$ cat src/rtl/vreg_read_sequencer.sv
// Operand-read sequencer for the single-port vector register file: issues up to
// two pipelined reads per instruction and hands the operand bundle to execute.
module vreg_read_sequencer #(
   parameter int unsigned VW   = 128,
   parameter int unsigned AW   = 5,
   parameter int unsigned CNTW = 16
) (
   input  logic            clk,
   input  logic            rst,
   input  logic            instr_valid,
   output logic            instr_ready,
   input  logic [4:0]      opcode,
   input  logic [AW-1:0]   r2_addr,
   input  logic [AW-1:0]   r3_addr,
   output logic            rf_re,
   output logic [AW-1:0]   rf_raddr,
   input  logic [VW-1:0]   rf_rdata,
   output logic            out_valid,
   input  logic            out_ready,
   output logic [4:0]      out_opcode,
   output logic [1:0]      out_sel,
   output logic [VW-1:0]   src2_data,
   output logic [VW-1:0]   src3_data,
   output logic [CNTW-1:0] stall_cnt
);

   typedef enum logic [2:0] {IDLE, RD_R2, RD_R3, LAST, OUT} state_t;

   state_t        state;
   logic [AW-1:0] r2_q;
   logic [AW-1:0] r3_q;
   logic          cap_en;
   logic          cap_r3;
   logic [1:0]    sel_new;

   // Source-read class: bit 1 = R2 needed, bit 0 = R3 needed
   function automatic logic [1:0] decode_sel(input logic [4:0] op);
      case (op)
         5'b10001, 5'b10011: decode_sel = 2'b00;
         5'b10101, 5'b10111: decode_sel = 2'b01;
         5'b01001, 5'b11011: decode_sel = 2'b10;
         default:            decode_sel = 2'b11;
      endcase
   endfunction

   always_comb begin
      sel_new = decode_sel(opcode);
   end

   always_ff @(posedge clk) begin
      if (!rst) begin
         state       <= IDLE;
         instr_ready <= 1'b1;
         rf_re       <= 1'b0;
         rf_raddr    <= '0;
         out_valid   <= 1'b0;
         out_opcode  <= '0;
         out_sel     <= '0;
         src2_data   <= '0;
         src3_data   <= '0;
         stall_cnt   <= '0;
         r2_q        <= '0;
         r3_q        <= '0;
         cap_en      <= 1'b0;
         cap_r3      <= 1'b0;
      end else begin
         // Read data returns one cycle after the request; route it by the source read
         cap_en <= rf_re;
         cap_r3 <= (state == RD_R3);
         if (cap_en) begin
            if (cap_r3) src3_data <= rf_rdata;
            else        src2_data <= rf_rdata;
         end

         if (instr_valid && !instr_ready && (stall_cnt != '1))
            stall_cnt <= stall_cnt + CNTW'(1);

         case (state)
            IDLE: begin
               if (instr_valid) begin
                  out_opcode  <= opcode;
                  out_sel     <= sel_new;
                  r2_q        <= r2_addr;
                  r3_q        <= r3_addr;
                  src2_data   <= '0;
                  src3_data   <= '0;
                  instr_ready <= 1'b0;
                  case (sel_new)
                     2'b00: begin
                        state     <= OUT;
                        out_valid <= 1'b1;
                     end
                     2'b01: begin
                        state    <= RD_R3;
                        rf_re    <= 1'b1;
                        rf_raddr <= r3_addr;
                     end
                     default: begin
                        state    <= RD_R2;
                        rf_re    <= 1'b1;
                        rf_raddr <= r2_addr;
                     end
                  endcase
               end
            end
            RD_R2: begin
               if (out_sel == 2'b11) begin
                  state    <= RD_R3;
                  rf_re    <= 1'b1;
                  rf_raddr <= r3_q;
               end else begin
                  state    <= LAST;
                  rf_re    <= 1'b0;
                  rf_raddr <= '0;
               end
            end
            RD_R3: begin
               state    <= LAST;
               rf_re    <= 1'b0;
               rf_raddr <= '0;
            end
            LAST: begin
               state     <= OUT;
               out_valid <= 1'b1;
            end
            OUT: begin
               if (out_ready) begin
                  state       <= IDLE;
                  out_valid   <= 1'b0;
                  instr_ready <= 1'b1;
               end
            end
            default: begin
               state       <= IDLE;
               rf_re       <= 1'b0;
               rf_raddr    <= '0;
               out_valid   <= 1'b0;
               instr_ready <= 1'b1;
            end
         endcase
      end
   end

endmodule

$ cat config.mk
export PLATFORM = sky130hd
export DESIGN_NAME = vreg_read_sequencer
export DESIGN_NICKNAME = d
export VERILOG_FILES = /design/src/rtl/vreg_read_sequencer.sv
export SDC_FILE = /design/constraint.sdc
export NUM_CORES = 1
export LEC_CHECK = 0
export ABC_AREA = 1
export CAP_MARGIN = 15
export CORE_MARGIN = 2
export CORE_UTILIZATION = 30
export DETAILED_ROUTE_END_ITERATION = 16
export PLACE_DENSITY = 0.65
export SETUP_SLACK_MARGIN = 0.1
export SYNTH_ARGS = -nofsm -noshare
export SYNTH_HDL_FRONTEND = slang
export SYNTH_SLANG_ARGS = --single-unit
$ cat constraint.sdc
create_clock -name clk -period 2.2 [get_ports clk]
set_input_delay 0.44 -clock clk [delete_from_list [all_inputs] [get_ports clk]]
set_output_delay 0.44 -clock clk [all_outputs]
set_load 0.005 [all_outputs]
* Yosys cells after proc, flatten, opt, wreduce, memory -nomap -nowiden
Index checks and enable logic that the tools add are counted.
** Word-level totals
- Flip-flop bits (word level) :: 297
- Bits of input ports :: 147
- Output and inout port bits :: 287
- Word-level logic and storage cells :: 79
** Operators by class
- $add $sub $neg :: 1
- Equal/unequal tests :: 17
- Multiplexer cells :: 29
- Bitwise operators :: 3
- Reduce and logical (&&, ||, !) cells :: 16
** Operators with widths (number)
- 128-bit 2-to-1 mux :: 8
- 5-bit equality test (second input constant) :: 5
- 16-bit by 1-bit adder with 16-bit output (second input constant) :: 1
- 16-bit inequality test (second input constant) :: 1
- 3-bit one-hot mux with 5 select lines :: 1
- 5-bit one-hot mux with 3 select lines :: 1
- 5-bit 2-to-1 mux :: 2
- 5-bit one-hot mux with 2 select lines :: 1
- 2-bit OR reduction :: 5
- 1-bit 2-to-1 mux :: 9
- 3-bit by 2-bit equality test with 1-bit output (second input constant) :: 2
- 3-bit 2-to-1 mux :: 2
- 2-bit inequality test (second input constant) :: 3
- 1-bit one-hot mux with 3 select lines :: 2
- 2-bit one-hot mux with 3 select lines :: 1
- 3-bit one-hot mux with 2 select lines :: 1
- 3-bit AND reduction :: 2
- 5-bit by 4-bit equality test with 1-bit output (second input constant) :: 1
- 1-bit one-hot mux with 4 select lines :: 1
- 2-bit AND reduction :: 2
- 4-bit AND reduction :: 1
- 3-bit by 1-bit equality test with 1-bit output (second input constant) :: 1
- 3-bit equality test (second input constant) :: 1
- 3-bit zero test :: 1
- other kinds (8) :: 11

* Logic depth before layout (Yosys ltp)
- Word-level depth :: 7
- Gate-level depth with buffers :: 9
- Gate-level depth less buffers :: 9

* Worst setup path before layout
OpenSTA, ideal clock, no wires.
- Path kind :: reg2reg
- From :: register stall_cnt[0]
- To :: register stall_cnt[0]
- Setup time :: 0.116 ns
- Arrival time :: 1.347 ns
- Required time :: 2.084 ns
- Setup slack :: 0.738 ns
- Cell stages (with the launch flop) :: 10
- Buffers on the path :: 1
- Period minus slack after synthesis :: 1.462 ns
- Cell sequence :: dfxtp_1 -> ha_1 -> nand2_2 -> nor2_4 -> nand2_2 -> nor2_1 -> nor2_2 -> buf_4 -> nor2_1 -> nor2_1
** On the way
- Longest elaborated chain between the ends :: 2
- Elaborated cells on any way between the ends :: 3
- Those cells by class :: add/sub: 1; eq/ne: 1; reduce/logical: 1
** Ends and longest elaborated chain
- start, declared :: RTL line 24 : output logic [CNTW-1:0] stall_cnt
- start signal, assigned :: RTL line 76 : stall_cnt <= stall_cnt + CNTW'(1);
- parallel branches: the longest is 2 deep, another holds 16-bit by 1-bit adder with 16-bit output
Several ways; the timed one is not identified.
A chain may end at the register's enable or synchronous reset.

* Worst setup path in the final report
- From :: register stall_cnt[4]
- To :: output port stall_cnt[4]
No word-level cell between the ends.

==> results list <==
- Number of distinct library cells after synthesis: 28
- Die width: slightly below 200 µm
* Net count reported at finish: ~2000
* Number of fill cells in the layout: about 3600
* Leading cell types in the layout, fill and taps excluded: 433 x sky130_fd_sc_hd__clkdlybuf4s50_1, 353 x sky130_fd_sc_hd__nand2_1, 295 x sky130_fd_sc_hd__dfxtp_1, 280 x sky130_fd_sc_hd__a21oi_1, 277 x sky130_fd_sc_hd__nand3_1
- During placement, the flow inserted port buffers numbering ~430.
* Highest ir drop seen on vdd: around 0.00065 V
- Portion of the clock cycle consumed by the worst path in the final layout: 0.8944
- Count of H-tree levels built during CTS: 2
- The finished layout holds about 2300 standard cells, fillers aside.
- Crit Path Max Fanout: 6
- Clock Latency Late Sink: 0.54 ns
* Worst min-delay path startpoint: out_valid
- Number of synthesized register bits: around 300
- In this run the deepest clock path goes through 3 buffers.
- Of the total power, the share spent switching nets is 0.2676.
* Share of post-route cells with drive strength above 1: 0.05436
* Starting density of the core: 0.3053
- Worst reg2reg startpoint: stall_cnt[0]
* Reg power frac: 0.421
- Across all hold checks on the routed design, the worst slack comes to around 0.45 ns.
- The layer flagged by global routing as most heavily used is met2.
- The setup path with the least slack is of type flop to primary output.
- Post-detailed-routing wire length: 39.48 mm
- Measured in cells, the most critical reg-to-reg path has a length of 7.
* Vias in the first global route: between 10000 and 15000
- Summed over all failing endpoints, the final setup total negative slack is 0 ns.
- Run status: completed
* Net switching power of the design: about 3.7 mW
- Routed WL per cell: 16.97 µm
* Clock tree from TritonCTS: built
* Remaining routing DRC violations: 0
- In this run the static leakage power is ~5.8 nW.
- After global routing the overflow that remains totals 0.
- Power density over the cells: 792.9 nW/µm²
- The worst pin sits at a relative slew slack of 0.5057.
- Worst reg2reg endpoint: stall_cnt[9]
- Class of the worst hold path: flop to flop
- DRT iter0 DRCs: approximately 560
* GP Congestion: between 0.8 and 0.9
* EDFF count, synth: 0
- After clock tree synthesis, the clock-pin slew on the worst setup and hold paths is 0.06 ns.
* Worst-case clock skew: between 0.015 and 0.02 ns
* Logic gate share of total power: 0.160
- Worst min-delay path endpoint: out_valid
- P_int: ~10 mW
- CP Capture Type: primary output
- When the netlist entered floorplanning its net count stood at approximately 1600.
* Antenna diodes: 0
- Buffers inserted during clock tree synthesis total 35.
* Largest net degree at the start of global routing: about 150
* Kind of cell with the highest combined delay on the critical path: buffers and inverters
* Final-report hold violation count: 0
- After clock tree synthesis, the setup repair step added 0 buffers.
- For this run, the number of Yosys warnings is 0.
* R2R Setup Slk: 0.53 ns
- STA puts the critical path data arrival time at around 1.5 ns.
- Global router's overall resource usage: 0.1951
- The slowest stage of the critical path belongs to the cell sky130_fd_sc_hd__clkdlybuf4s50_1.
* Total die area: between 30000 and 40000 µm²
- A synthesized cell averages between 7 and 8 µm².
- Data required, critical path: between 1.5 and 2 ns
- The first detailed-routing pass ran for 5 iterations.
- Setup repair after global routing left no endpoint under its margin.
- For met1 alone, demand over resource in global routing was 0.2534.
- Final Power: approximately 14 mW
* Fin crit period: slightly below 2 ns
* Synthesized instance count: between 1000 and 1500
- Initial antenna violation count: 0
* Clock group share of total power: 0.419
- Across all layers, the routed design uses 11570 vias.
- The critical path goes through clkdlybuf4s50_1.
- Total I/O pin count: roughly 430
* Synth async-reset ratio: 0
* Hold buffer count at cts: 0
- Top_reg_cell synth: sky130_fd_sc_hd__dfxtp_1
- Total of endpoints with negative setup slack in the final report: 0
- The detail route stage leaves a number of antenna-violating nets equal to 0.
* Sequential cell area fraction in the yosys report: 0.5308
- The synthesized netlist occupies a cell area of around 11000 µm².
- GR Layer Usage met2: 0.3138
- Along the worst hold path, the cell count comes to 2.
- Final Slew Violations: 0
* Root Buffer: sky130_fd_sc_hd__clkbuf_16
* Number of rows in the core area: 70
- For the pin with the worst max-slew slack, the measured transition is between 0.7 and 0.8 ns.
- DR vias/cell: ~5.0
- Max-cap violations in this run came to 0.
* Largest stage delay on the critical path: between 0.5 and 0.6 ns
- The first global-routing pass estimated roughly 61 mm of wire.
- Core box area: between 30000 and 40000 µm²
- In the global route stage, met3 resource usage came out at 0.04798.
- Clock sink count: 297
- Buffers & Inverters on Critical Path: 1
- Detailed placement finished with a half-perimeter wire length of about 27 mm.
- Upper clock frequency limit: 508.2 MHz
* Area added between synthesis and finish: 53.79%
- Post-CTS repair changed the size of 0 cells.
- Once placement completed, the tool counted placed cells totaling 2266.
- Height of the chip: slightly below 200 µm
- STA classifies the critical path startpoint as a flop.
- The library cell used most frequently in the layout, excluding fill and tap cells, is sky130_fd_sc_hd__clkdlybuf4s50_1.
==> worst max-delay path by stage <==
| stage | from | endpoint | slack, ns | cells after the start |
|---|---|---|---|---|
| 6_report | stall_cnt[4] | stall_cnt[4] | 0.23 | 1 |
| 5_1_grt | stall_cnt[2] | stall_cnt[2] | 0.15 | 1 |
| 4_1_cts | stall_cnt[12] | stall_cnt[12] | 0.20 | 1 |
| 3_5_place_dp | instr_valid | stall_cnt[14] | 0.22 | 8 |
| 3_3_place_gp | instr_valid | stall_cnt[5] | 0.28 | 8 |
| 2_1_floorplan | stall_cnt[0] | stall_cnt[0] | 0.74 | 9 |
==> cell families after synthesis <==
group | count (synthesis) | synth area share
buffers and inverters | 165 | 0.06065
xor gates and xnor gates | 7 | 0.005473
DFF | 297 | 0.5308
AOI/OAI and AO/OA | 308 | 0.1404
and+or+nand+nor | 675 | 0.2616
adders and majority gates | 1 | 0.001117
==> power by group through the flow <==
| stage | Clock, mW | Sequential [mW] | Combinational [mW] |
|---|---|---|---|
| after floorplan | 0 | 5.84 | 1.03 |
| after global placement | 0 | 5.86 | 2.18 |
| after detailed placement | 0 | 5.86 | 2.19 |
| after CTS | 5.91 | 5.75 | 2.20 |
| after global routing | 6.10 | 5.78 | 2.37 |
| final | 5.73 | 5.75 | 2.19 |
==> state kept, by name (all words and copies together), names as in the netlist, 2 cells and up <==
name        flops
src2_data     128
src3_data     128
stall_cnt      16
out_opcode      5
r3_q            5
rf_raddr        5
state           3
out_sel         2
==> synthesized netlist by cell type (2+ instances only) <==
cell type | count | area share
sky130_fd_sc_hd__buf_1 | 10 | 0.0034
sky130_fd_sc_hd__clkbuf_1 | 69 | 0.023
sky130_fd_sc_hd__inv_1 | 44 | 0.015
sky130_fd_sc_hd__nand3_1 | 277 | 0.12
sky130_fd_sc_hd__xor2_1 | 5 | 0.0039
sky130_fd_sc_hd__nor2_4 | 2 | 0.0020
sky130_fd_sc_hd__a31oi_1 | 2 | 0.0011
sky130_fd_sc_hd__nand3b_1 | 2 | 0.0013
sky130_fd_sc_hd__o21ai_0 | 14 | 0.0063
sky130_fd_sc_hd__nor2_1 | 28 | 0.0094
sky130_fd_sc_hd__a21oi_1 | 280 | 0.13
sky130_fd_sc_hd__nand2_1 | 355 | 0.12
sky130_fd_sc_hd__nor3_1 | 3 | 0.0013
sky130_fd_sc_hd__dfxtp_1 | 297 | 0.53
sky130_fd_sc_hd__nand2_2 | 2 | 0.0011
sky130_fd_sc_hd__buf_2 | 39 | 0.017
sky130_fd_sc_hd__xnor2_1 | 2 | 0.0016
sky130_fd_sc_hd__nand4_1 | 4 | 0.0022
sky130_fd_sc_hd__o22ai_1 | 9 | 0.0050
==> layer usage <==
metal | vias to the layer above | routed length (µm)
met5 | - | 0
met4 | 0 | 1142
met3 | 68 | 3373
met2 | 483 | 18300
met1 | 5367 | 16660
li1 | 5648 | -
==> cell type report <==
cell class	instances	area, µm²	area share
clock buffer	48	1005	0.05832
clock inverter	12	126.4	0.007335
inverter	45	171.4	0.009950
multi-input combinational	991	4599	0.2670
sequential	297	5953	0.3456
tap	468	585.6	0.03399
timing repair buffer	465	4787	0.2779
==> metrics by stage <==
stage | cell area, µm² | setup slack [ns] | util
5_1_grt | 17230 | 0.1546 | 0.4695
6_report | 17230 | 0.2323 | 0.4695
4_1_cts | 17230 | 0.1980 | 0.4695
3_3_place_gp | 16100 | 0.2787 | 0.4386
2_1_floorplan | 11200 | 0.7377 | -
3_5_place_dp | 16100 | 0.2238 | 0.4386
No activity file was read; power rests on OpenSTA's default activity.
